$ cat config.mk
export PLATFORM = sky130hd
export DESIGN_NAME = sum_stream
export DESIGN_NICKNAME = d
export VERILOG_FILES = /design/src/rtl/sum_stream.sv
export SDC_FILE = /design/constraint.sdc
export NUM_CORES = 1
export LEC_CHECK = 0
export BUFFER_PORTS_ARGS = -buffer_cell sky130_fd_sc_hd__buf_2
export CORE_MARGIN = 8
export CORE_UTILIZATION = 55
export DETAILED_ROUTE_END_ITERATION = 10
export MAX_ROUTING_LAYER = met4
export PLACE_DENSITY = 0.87
export SYNTH_ARGS = -nofsm -noshare
export SYNTH_HDL_FRONTEND = slang
export SYNTH_SLANG_ARGS = --single-unit
$ cat constraint.sdc
create_clock -name clk -period 8.3 [get_ports clk]
set_clock_uncertainty 0.1 [all_clocks]
set_input_delay 0.83 -clock clk [delete_from_list [all_inputs] [get_ports clk]]
set_output_delay 0.83 -clock clk [all_outputs]
set_load 0.02 [all_outputs]
$ cat src/rtl/sum_stream.sv
// Streaming vector-sum accumulator: each beat is reduced by an adder tree, the beat
// sums are accumulated per frame, and one result per frame is offered on valid/ready.
module sum_stream #(
    parameter int N      = 8,
    parameter int DW     = 16,
    parameter int CW     = 8,
    parameter int SIGNED = 0
) (
    input  logic                       clk,
    input  logic                       rst,
    input  logic                       in_valid,
    output logic                       in_ready,
    input  logic [N*DW-1:0]            in_data,
    input  logic                       in_last,
    output logic                       out_valid,
    input  logic                       out_ready,
    output logic [DW+$clog2(N)+CW-1:0] out_sum,
    output logic [CW-1:0]              out_count,
    output logic                       out_ovf
);

    localparam int SW = DW + $clog2(N);
    localparam int AW = SW + CW;
    localparam int P  = 1 << $clog2(N);
    localparam logic [CW-1:0] CNT_MAX = '1;

    function automatic logic [SW-1:0] ext_elem(input logic [DW-1:0] e);
        if (SIGNED != 0) return {{(SW-DW){e[DW-1]}}, e};
        else             return {{(SW-DW){1'b0}}, e};
    endfunction

    // Balanced binary tree over P leaves; padding leaves are zero so non power-of-two N works.
    function automatic logic [SW-1:0] beat_sum(input logic [N*DW-1:0] data);
        logic [P*DW-1:0] padded;
        logic [SW-1:0]   node [2*P-1];
        padded = (P*DW)'(data);
        for (int i = 0; i < P; i++) node[P-1+i] = ext_elem(padded[i*DW +: DW]);
        for (int i = P-2; i >= 0; i--) node[i] = node[2*i+1] + node[2*i+2];
        return node[0];
    endfunction

    logic          en;
    logic          accept;
    logic [SW-1:0] tree_sum;

    logic          s1_vld;
    logic          s1_last;
    logic [SW-1:0] s1_sum;

    logic          first;
    logic [AW-1:0] acc;
    logic [CW-1:0] cnt;
    logic          ovf;

    logic [AW-1:0] sum_ext;
    logic [AW-1:0] acc_next;
    logic [CW-1:0] cnt_next;
    logic          ovf_next;
    logic          load;
    logic          close;

    // A pending, unaccepted result freezes the whole pipe.
    assign en       = !(out_valid && !out_ready);
    assign in_ready = en;
    assign accept   = in_valid && en;
    assign tree_sum = beat_sum(in_data);

    // NOTE: clocked state uses non-blocking assignments so every register samples
    // pre-edge values; blocking here would create order-dependent simulation.
    always_ff @(posedge clk or posedge rst) begin
        if (rst) begin
            s1_vld  <= 1'b0;
            s1_last <= 1'b0;
            s1_sum  <= '0;
        end else if (en) begin
            s1_vld  <= accept;
            s1_last <= in_last;
            s1_sum  <= tree_sum;
        end
    end

    assign sum_ext = (SIGNED != 0) ? {{CW{s1_sum[SW-1]}}, s1_sum} : {{CW{1'b0}}, s1_sum};
    assign load    = en && s1_vld;
    assign close   = load && s1_last;

    // NOTE: every always_comb output is assigned on every path, so no latch can be inferred.
    always_comb begin
        acc_next = (first ? '0 : acc) + sum_ext;
        cnt_next = CW'(1);
        ovf_next = 1'b0;
        if (!first) begin
            cnt_next = (cnt == CNT_MAX) ? cnt : cnt + 1'b1;
            ovf_next = ovf || (cnt == CNT_MAX);
        end
    end

    always_ff @(posedge clk or posedge rst) begin
        if (rst) begin
            first <= 1'b1;
            acc   <= '0;
            cnt   <= '0;
            ovf   <= 1'b0;
        end else if (load) begin
            if (s1_last) begin
                first <= 1'b1;
            end else begin
                acc   <= acc_next;
                cnt   <= cnt_next;
                ovf   <= ovf_next;
                first <= 1'b0;
            end
        end
    end

    // A closing beat reloads the output even on the same edge the old result is taken.
    always_ff @(posedge clk or posedge rst) begin
        if (rst) begin
            out_valid <= 1'b0;
            out_sum   <= '0;
            out_count <= '0;
            out_ovf   <= 1'b0;
        end else if (close) begin
            out_valid <= 1'b1;
            out_sum   <= acc_next;
            out_count <= cnt_next;
            out_ovf   <= ovf_next;
        end else if (out_valid && out_ready) begin
            out_valid <= 1'b0;
        end
    end

endmodule

# After elaboration in Yosys (flattened, before gate mapping)

Cells that the tools add are included.

Bits in registers: 95
Input port bits: 133
Output and inout port bits: 38
Logic and storage cells: 39

$add $sub $neg: 9
Eq/ne operators: 1
Mux-type cells: 7
Bitwise gates (word level): 1
Reductions and logical operators: 10

Operator list:

| kind                  | number |
|---|---|
| $add A16 B16 Y17      | 4 |
| $add A17 B17 Y18      | 2 |
| $add A27 B19 Y27      | 1 |
| $mux W27              | 1 |
| $add A18 B18 Y19      | 1 |
| $mux W8               | 2 |
| $add A8 B1 Y8 const B | 1 |
| $eq A8 B8 Y1 const B  | 1 |
| $logic_and A1 B1 Y1   | 5 |
| $mux W1               | 4 |
| $logic_not A1 Y1      | 2 |
| $reduce_and A2 Y1     | 1 |
| $reduce_bool A2 Y1    | 1 |
| $logic_or A1 B1 Y1    | 1 |
| $not A1 Y1            | 1 |

# Logic depth before layout (Yosys ltp)

Gate-level depths: netlist of the first run.

Depth in word-level cells: 6
Gate-level depth with buffers: 18

# Least setup slack after synthesis of the first run

Ideal clock, no wire load.

Kind: input port to flip-flop
Start: input port in_data[2]
End: register s1_sum[18]
Setup time: 0.124 ns
Data arrival time: 4.639 ns
Data required time: 8.076 ns
Slack: 3.437 ns
Cell stages on the path: 18
Path buffers: 0
Cells stage by stage: inv_1 -> fa_1 -> inv_1 -> fa_1 -> fa_1 -> inv_1 -> fa_1 -> inv_1 -> ha_1 -> inv_1 -> fa_1 -> nor2b_1 -> o21a_1 -> o21ai_0 -> a21oi_1 -> o21ai_0 -> a21oi_1 -> a211o_1

Cells in the longest elaborated chain, start to end: 3

Ends and longest elaborated chain:

| element              | RTL line | text |
|---|---|---|
| from (decl)          | 13       | `input logic [N*DW-1:0] in_data,` |
| $add A16 B16 Y17     | 38       | `for (int i = P-2; i >= 0; i--) node[i] = node[2*i+1] + node[2*i+2];` |
| $add A17 B17 Y18     | 38       |  |
| $add A18 B18 Y19     | 38       |  |
| to (signal assigned) | 78       | `s1_sum <= tree_sum;` |
| to (decl)            | 48       | `logic [SW-1:0] s1_sum;` |

Every way passes these cells.
A chain may end at the register's enable or synchronous reset.

# Worst setup path after layout of the first run

Start: input port in_data[2]
End: register s1_sum[14]

Same word-level chain as after synthesis.

==> key figures, run 1 <==
Drt
  • Routed WL per cell: approximately 14 um
  • Final ANT Viol Nets: 0
  • Final WL: approximately 18 mm
  • Via count: between 6000 and 7000
  • First-pass detailed-route iteration total: 5
  • # DRC: 0
  • Initial drt markers: roughly 450
  • Drt via density: ~5.1

STA
  • Final-report hold violation count: 0
  • Max Slew Vio Count: 0
  • RSZ-0062 raised after global routing: false
  • Hold WS: between 300 and 400 ps
  • Final Setup Violations: 0
  • Setup TNS: 0 ps
  • Tcrit/Tclk final: 0.604
  • Setup ws final: about 3300 ps
  • Worst-Margin Slew: around 860 ps
  • Period minus WS final: 5020 ps
  • Max_slew headroom: 0.425
  • Maximum clock frequency: ~200 MHz

Die
  • Starting density of the core: 0.562
  • Core ar.: 15200 um^2
  • Total die area: roughly 20000 um^2
  • Die height: between 100 and 150 um
  • Rows: 45
  • Die W: roughly 140 um
  • Total I/O pin count: roughly 170

CTS
  • CTS tree: done
  • Worst-Skew Late Latency: roughly 340 ps
  • PostCTS Resize Cnt: 0
  • Largest buffer count on any clock path: 2
  • Root buffer cell: clkbuf_16
  • Setup Fix Bufs, Post-CTS: 0
  • # clock sinks: 95
  • Num CTS Buffers: 9
  • Clk slew on worst S/H paths: 60 ps
  • Post-CTS Hold Buffers: 0
  • H-Tree Depth: 3

Yosys
  • Synth area leader: dfrtp_1
  • Synth top area share: 0.275
  • Yosys cell types: 66
  • Post-synth ARST share: 1.00
  • Synth Instances: between 900 and 1000
  • Sequential fraction of the synthesis area: 0.278
  • Post-synth EDFFs: 0
  • Synth warnings: 0
  • Main synth FF type: dfrtp_1
  • Leading post-synthesis cells by cell area: dfrtp_1 28%, fa_1 22%, inv_1 9.8%, nand2_1 5.8%, ha_1 5.7%
  • Avg Inst Size Synth: around 8.9 um^2
  • Post-Syn Area: 8540 um^2
  • Syn Nets: 1232
  • Flop and latch count out of synthesis: 95

GRT
  • First-pass GRT wire length: ~32 mm
  • Largest net degree at the start of global routing: between 50 and 60
  • GRT overflow: 0
  • Overall routing resource usage: 0.201
  • Vias in the first global route: just over 7000
  • Initial antenna violation count: 0

Placement
  • DP Wirelength: 14.9 mm
  • Place WS: 2970 ps
  • RePlAce Congestion: approximately 0.86
  • Number of I/O port buffers: 170

Cells and area
  • Area growth, synth to finish: 15.3%
  • Most common cell after layout, fill and taps aside: inv_1
  • Nets: between 1000 and 1500
  • Commonest cells after routing, fill and taps aside: 223 x inv_1, 170 x buf_2, 132 x nand2_1, 96 x fa_1, 94 x dfrtp_1
  • Fraction of layout cells with a size suffix above 1: 0.195
  • Diodes inserted: 0

Pwr
  • Sw Ratio: 0.475
  • Int Power: ~2100 uW
  • Power share of the sequential group: 0.207
  • Logic pwr share: 0.688
  • PD cells: 403 nW/um^2
  • Peak supply drop: about 210 uV
  • Clk pwr share: 0.105
  • Sw power: around 1900 uW
  • Leakage power: ~0.0053 uW

Worst setup path
  • Setup crit start: in_data[2]
  • Worst EP required: roughly 8500 ps
  • R2R Path Start: first$_DFFE_PP1P_
  • FF-to-FF End: acc[22]$_DFFE_PP0P_
  • Reg2Reg Setup Slack: a little under 5000 ps
  • Critical Path Start Type: input port
  • Worst r2r path cells: 9
  • Critical path class: input port to flip-flop
  • Worst setup EP type: flip-flop
  • Setup crit end: s1_sum[14]$_DFFE_PP0N_
  • CP arrival: slightly above 5000 ps
  • Max FO, Critical Path: 4

Run
  • Max Cap Violations: 0

Hold path
  • Hold Crit Class: flip-flop to flip-flop

Outcome
  • Status: complete, no violations
-- flip-flops by register name, indices dropped and copies added, names as in the netlist --
name / count
s1_vld: 1
out_ovf: 1
s1_last: 1
out_sum: 27
out_valid: 1
acc: 27
s1_sum: 19
first: 1
out_count: 8
ovf: 1
cnt: 8
-- kinds of logic after synthesis --
group | count (synthesis) | synth area share
buffers and inverters | 251 | 0.112
adders and majority gates | 135 | 0.282
muxes | 15 | 0.0193
AOI/OAI and AO/OA | 172 | 0.133
and+or+nand+nor | 259 | 0.137
DFF | 95 | 0.278
xor gates and xnor gates | 37 | 0.0379
-- power groups by stage --
stage	Clock [uW]	Combinational (uW)	Sequential (uW)
global route	444	3110	849
detailed placement	0	2720	830
global placement	0	2660	819
CTS	425	2750	824
finish	418	2730	822
floorplan	0	2090	860
-- per-layer routing --
layer,GRT usage,wire length (um),share of wire,vias to the layer above
met1,0.241,7770,0.42,3235
met4,0.0430,239,0.013,0
met5,-,0,0,-
li1,-,-,-,3326
met2,0.350,9460,0.52,169
met3,0.0361,824,0.045,19
-- how the worst min path moves through the flow --
| stage | start | endpoint | slack, ps | depth (start not counted) |
|---|---|---|---|---|
| detailed placement | acc[0]$_DFFE_PP0P_ | acc[0]$_DFFE_PP0P_ | 350 | 2 |
| finish | acc[0]$_DFFE_PP0P_ | acc[0]$_DFFE_PP0P_ | 370 | 2 |
| global route | out_count[7]$_DFFE_PP0P_ | out_count[7]$_DFFE_PP0P_ | 390 | 2 |
| floorplan | acc[0]$_DFFE_PP0P_ | acc[0]$_DFFE_PP0P_ | 340 | 2 |
| global placement | acc[4]$_DFFE_PP0P_ | acc[4]$_DFFE_PP0P_ | 350 | 2 |
| CTS | acc[0]$_DFFE_PP0P_ | acc[0]$_DFFE_PP0P_ | 370 | 2 |
-- cell type report --
cell class / instances / area, um^2
fill: 1253 / 5350
multi-input combinational: 618 / 5210
sequential: 95 / 2380
timing repair buffer: 175 / 888
inverter: 224 / 842
clock buffer: 12 / 246
tap: 188 / 235
clock inverter: 4 / 55.1
-- cells in the mapped netlist (all sizes together) (3+ instances only) --
master   number
a211o         3
a211oi        7
a21o         11
a21oi        51
a22o          4
a31oi         5
and2          3
and3          8
buf           6
clkbuf       21
dfrtp        94
fa           96
ha           39
inv         224
mux2         12
mux2i         3
nand2       133
nand2b        6
nand3        13
nand4         5
nor2         43
nor2b        30
nor3          8
o2111ai       4
o21a          9
o21ai        54
o311ai        4
o31ai         5
xnor2        24
xor2         13
-- per-stage QoR --
| stage | utilization | instances | area [um^2] | total power, uW |
|---|---|---|---|---|
| finish | 0.648 | 1316 | 9850 | 3970 |
| global route | 0.648 | 1316 | 9850 | 4400 |
| CTS | 0.648 | 1316 | 9850 | 4000 |
| detailed placement | 0.628 | 1300 | 9550 | 3550 |
| global placement | 0.628 | 1300 | 9550 | 3480 |
| floorplan | - | 964 | 8540 | 2950 |
-- worst max-delay path, cell delays in order --
cell	delay, ps
buf_2	70
inv_1	40
fa_1	540
inv_1	60
fa_1	510
fa_1	560
inv_1	60
fa_1	470
inv_1	70
ha_1	160
inv_1	50
fa_1	390
nor2b_1	130
o21a_1	140
o21ai_0	140
a21oi_1	370
o21ai_0	230
and3_1	200
nor3_1	160
Note: power is estimated with default switching activity, not from simulation.
==> run 2: changes to the inputs <==
--- a/config.mk
+++ b/config.mk
@@ -5,12 +5,13 @@
 export SDC_FILE = /design/constraint.sdc
 export NUM_CORES = 1
 export LEC_CHECK = 0
+export ABC_AREA = 1
 export BUFFER_PORTS_ARGS = -buffer_cell sky130_fd_sc_hd__buf_2
 export CORE_MARGIN = 8
-export CORE_UTILIZATION = 55
+export CORE_UTILIZATION = 52
 export DETAILED_ROUTE_END_ITERATION = 10
 export MAX_ROUTING_LAYER = met4
-export PLACE_DENSITY = 0.87
+export PLACE_DENSITY = 0.85
 export SYNTH_ARGS = -nofsm -noshare
 export SYNTH_HDL_FRONTEND = slang
 export SYNTH_SLANG_ARGS = --single-unit
==> constraint.sdc (replaced) <==
create_clock -name clk -period 4.31 [get_ports clk]
set_clock_uncertainty 0.1 [all_clocks]
set_input_delay 0.431 -clock clk [delete_from_list [all_inputs] [get_ports clk]]
set_output_delay 0.431 -clock clk [all_outputs]
set_load 0.02 [all_outputs]
==> key figures, run 2 <==
Outcome
  • Status: complete, no violations

STA
  • Worst-Margin Slew: between 1000 and 1500 ps
  • Tcrit/Tclk final: 0.938
  • Max Slew Vio Count: 0
  • RSZ-0062 raised after global routing: false
  • Setup TNS: 0 ps
  • Setup ws final: about 270 ps
  • Period minus WS final: 4040 ps
  • Final Setup Violations: 0
  • Final-report hold violation count: 0
  • Max_slew headroom: 0.260
  • Maximum clock frequency: approximately 250 MHz

Yosys
  • Leading post-synthesis cells by cell area: dfrtp_1 25%, fa_1 21%, inv_1 14%, nand2_1 14%, ha_1 5.3%
  • Synth warnings: 0
  • Synth Instances: approximately 1300
  • Syn Nets: around 1500
  • Top-count cell post-synth: inv_1
  • Post-Syn Area: a little over 9000 um^2
  • Flop and latch count out of synthesis: 95
  • Main synth FF type: dfrtp_1
  • Top cells by count, synth: 346 x inv_1, 339 x nand2_1, 96 x fa_1
  • Yosys cell types: 38
  • Avg Inst Size Synth: 7.34 um^2
  • Synth top area share: 0.255
  • Post-synth ARST share: 1.00
  • Sequential fraction of the synthesis area: 0.258
  • Post-synth EDFFs: 0
  • Synth area leader: dfrtp_1

Hold path
  • Hold Crit Class: input port to flip-flop

Drt
  • Final WL: roughly 22 mm
  • Routed WL per cell: around 13 um
  • Initial drt markers: approximately 460
  • Final ANT Viol Nets: 0
  • # DRC: 0
  • Via count: about 8000
  • First-pass detailed-route iteration total: 5
  • Drt via density: roughly 4.8

GRT
  • Met3 Use GR: 0.0337
  • Largest net degree at the start of global routing: 64
  • GRT busiest layer: met2
  • Initial antenna violation count: 0
  • Met2 Use GR: 0.361
  • GRT overflow: 0
  • First-pass GRT wire length: between 30 and 40 mm
  • Met1 Track Usage GR: 0.255
  • Vias in the first global route: approximately 8200
  • Overall routing resource usage: 0.210

Die
  • Total I/O pin count: between 150 and 200
  • Core ar.: ~17000 um^2
  • Total die area: ~22000 um^2
  • Starting density of the core: 0.532
  • Die height: approximately 150 um
  • Die W: roughly 150 um
  • Rows: 48

Cells and area
  • Multi-input gate area: about 5400 um^2
  • Biggest regs: acc (27), out_sum (27), s1_sum (19)
  • Nets: about 1700
  • Area growth, synth to finish: 15.1%
  • Filler cells: around 1600
  • Fraction of layout cells with a size suffix above 1: 0.164
  • Commonest cells after routing, fill and taps aside: 345 x inv_1, 339 x nand2_1, 170 x buf_2, 96 x fa_1, 94 x dfrtp_1
  • Total area of sequential cells: between 2000 and 2500 um^2
  • Most common cell after layout, fill and taps aside: inv_1
  • Diodes inserted: 0

Placement
  • Number of I/O port buffers: 170
  • Place WS: -129 ps
  • RePlAce Congestion: between 0.9 and 1
  • DP Wirelength: around 18 mm

Run
  • Max Cap Violations: 0

Worst setup path
  • Max FO, Critical Path: 4
  • Worst EP required: about 4500 ps
  • Worst setup EP type: flip-flop
  • Critical Path Start Type: input port
  • CP arrival: 4180 ps
  • Critical path class: input port to flip-flop

Pwr
  • Sw Ratio: 0.506
  • Sw power: around 3700 uW
  • Power share of the sequential group: 0.199
  • Int Power: about 3600 uW
  • Peak supply drop: 398 uV
  • Clk pwr share: 0.120
  • PD cells: 694 nW/um^2
  • Leakage power: about 0.0063 uW
  • Logic pwr share: 0.682

CTS
  • # clock sinks: 95
  • H-Tree Depth: 3
  • Largest buffer count on any clock path: 2
  • Setup Fix Bufs, Post-CTS: 0
  • Root buffer cell: clkbuf_16
  • PostCTS Resize Cnt: 0
  • Post-CTS Hold Buffers: 0
  • Clk slew on worst S/H paths: 70 ps
  • CTS tree: done
  • Worst-Skew Late Latency: between 300 and 400 ps
  • Num CTS Buffers: 9
-- run 2: cell count changes in the layout (fill, tap and decap cells not counted), sizes merged, moves of 8 or more --
cell and change:
inv +133, nand3 +82, nand2 +210, a21o -11
xnor2 -13, xor2 -10, nor2 +30, nor2b -30
mux2 -12, and3 -8, a21oi -14, o21a -8
-- run 2: cell families after synthesis --
logic type / after synthesis / share of synthesized area
AO/OA/AOI/OAI: 102 / 0.0570
XOR/XNOR: 14 / 0.0133
adder cells (fa/ha/maj): 135 / 0.261
buffers and inverters: 376 / 0.159
flip-flops: 95 / 0.258
AND/OR/NAND/NOR: 537 / 0.253
-- run 2: final cells by class --
cell class | count | area share
clock buffer | 9 | 0.0212
clock inverter | 7 | 0.00942
inverter | 354 | 0.126
multi-input combinational | 788 | 0.508
sequential | 95 | 0.224
tap | 225 | 0.0265
timing repair buffer | 178 | 0.0857
-- run 2: worst paths after layout --
path	startpoint	end	slack (ps)	depth (start not counted)
max reg2reg	first$_DFFE_PP1P_	acc[12]$_DFFE_PP0P_	1310	12
min in group asynchronous	rst	s1_sum[0]$_DFFE_PP0N_	220	2
max	in_data[2]	s1_sum[16]$_DFFE_PP0N_	270	21
min reg2reg	out_sum[24]$_DFFE_PP0P_	out_sum[24]$_DFFE_PP0P_	370	2
max in group asynchronous	rst	acc[13]$_DFFE_PP0P_	2890	3
min	in_valid	s1_vld$_DFFE_PP0N_	210	3
-- run 2: routing by layer --
metal  share of wire  vias to the layer above  wire [um]
met5               0                        -          0
met4           0.018                        0        391
li1                -                     4044          -
met2            0.50                      176      10900
met1            0.44                     3764       9640
met3           0.047                       33       1030
-- run 2: stage by stage --
stage / utilization / cells / hold WS, ps / total power, uW / instance area [um^2]
after floorplan: - / 1259 / 349 / 5230 / 9240
final: 0.612 / 1656 / 205 / 7380 / 10600
after global placement: 0.594 / 1640 / 350 / 6350 / 10300
after CTS: 0.612 / 1656 / 200 / 7410 / 10600
after global routing: 0.612 / 1656 / 201 / 8250 / 10600
after detailed placement: 0.594 / 1640 / 360 / 6490 / 10300
-- run 2: power by group through the flow --
stage / Sequential, uW / Combinational (uW) / Clock (uW)
final: 1460 / 5030 / 882
after CTS: 1470 / 5060 / 890
after global routing: 1500 / 5820 / 929
after detailed placement: 1480 / 5010 / 0
after global placement: 1470 / 4880 / 0
after floorplan: 1540 / 3690 / 0
-- run 2: critical path, stage by stage --
cell and delay [ps]:
buf_2 70, inv_1 40, fa_1 540, inv_1 60, fa_1 510, fa_1 540
inv_1 50, fa_1 460, inv_1 70, ha_1 160, inv_1 50, fa_1 400
o21ai_1 150, buf_4 140, nand2_1 50, nand2_1 110, nand3_1 100, nand2_1 70
nand2_1 50, nand3_1 60, nand2_1 50
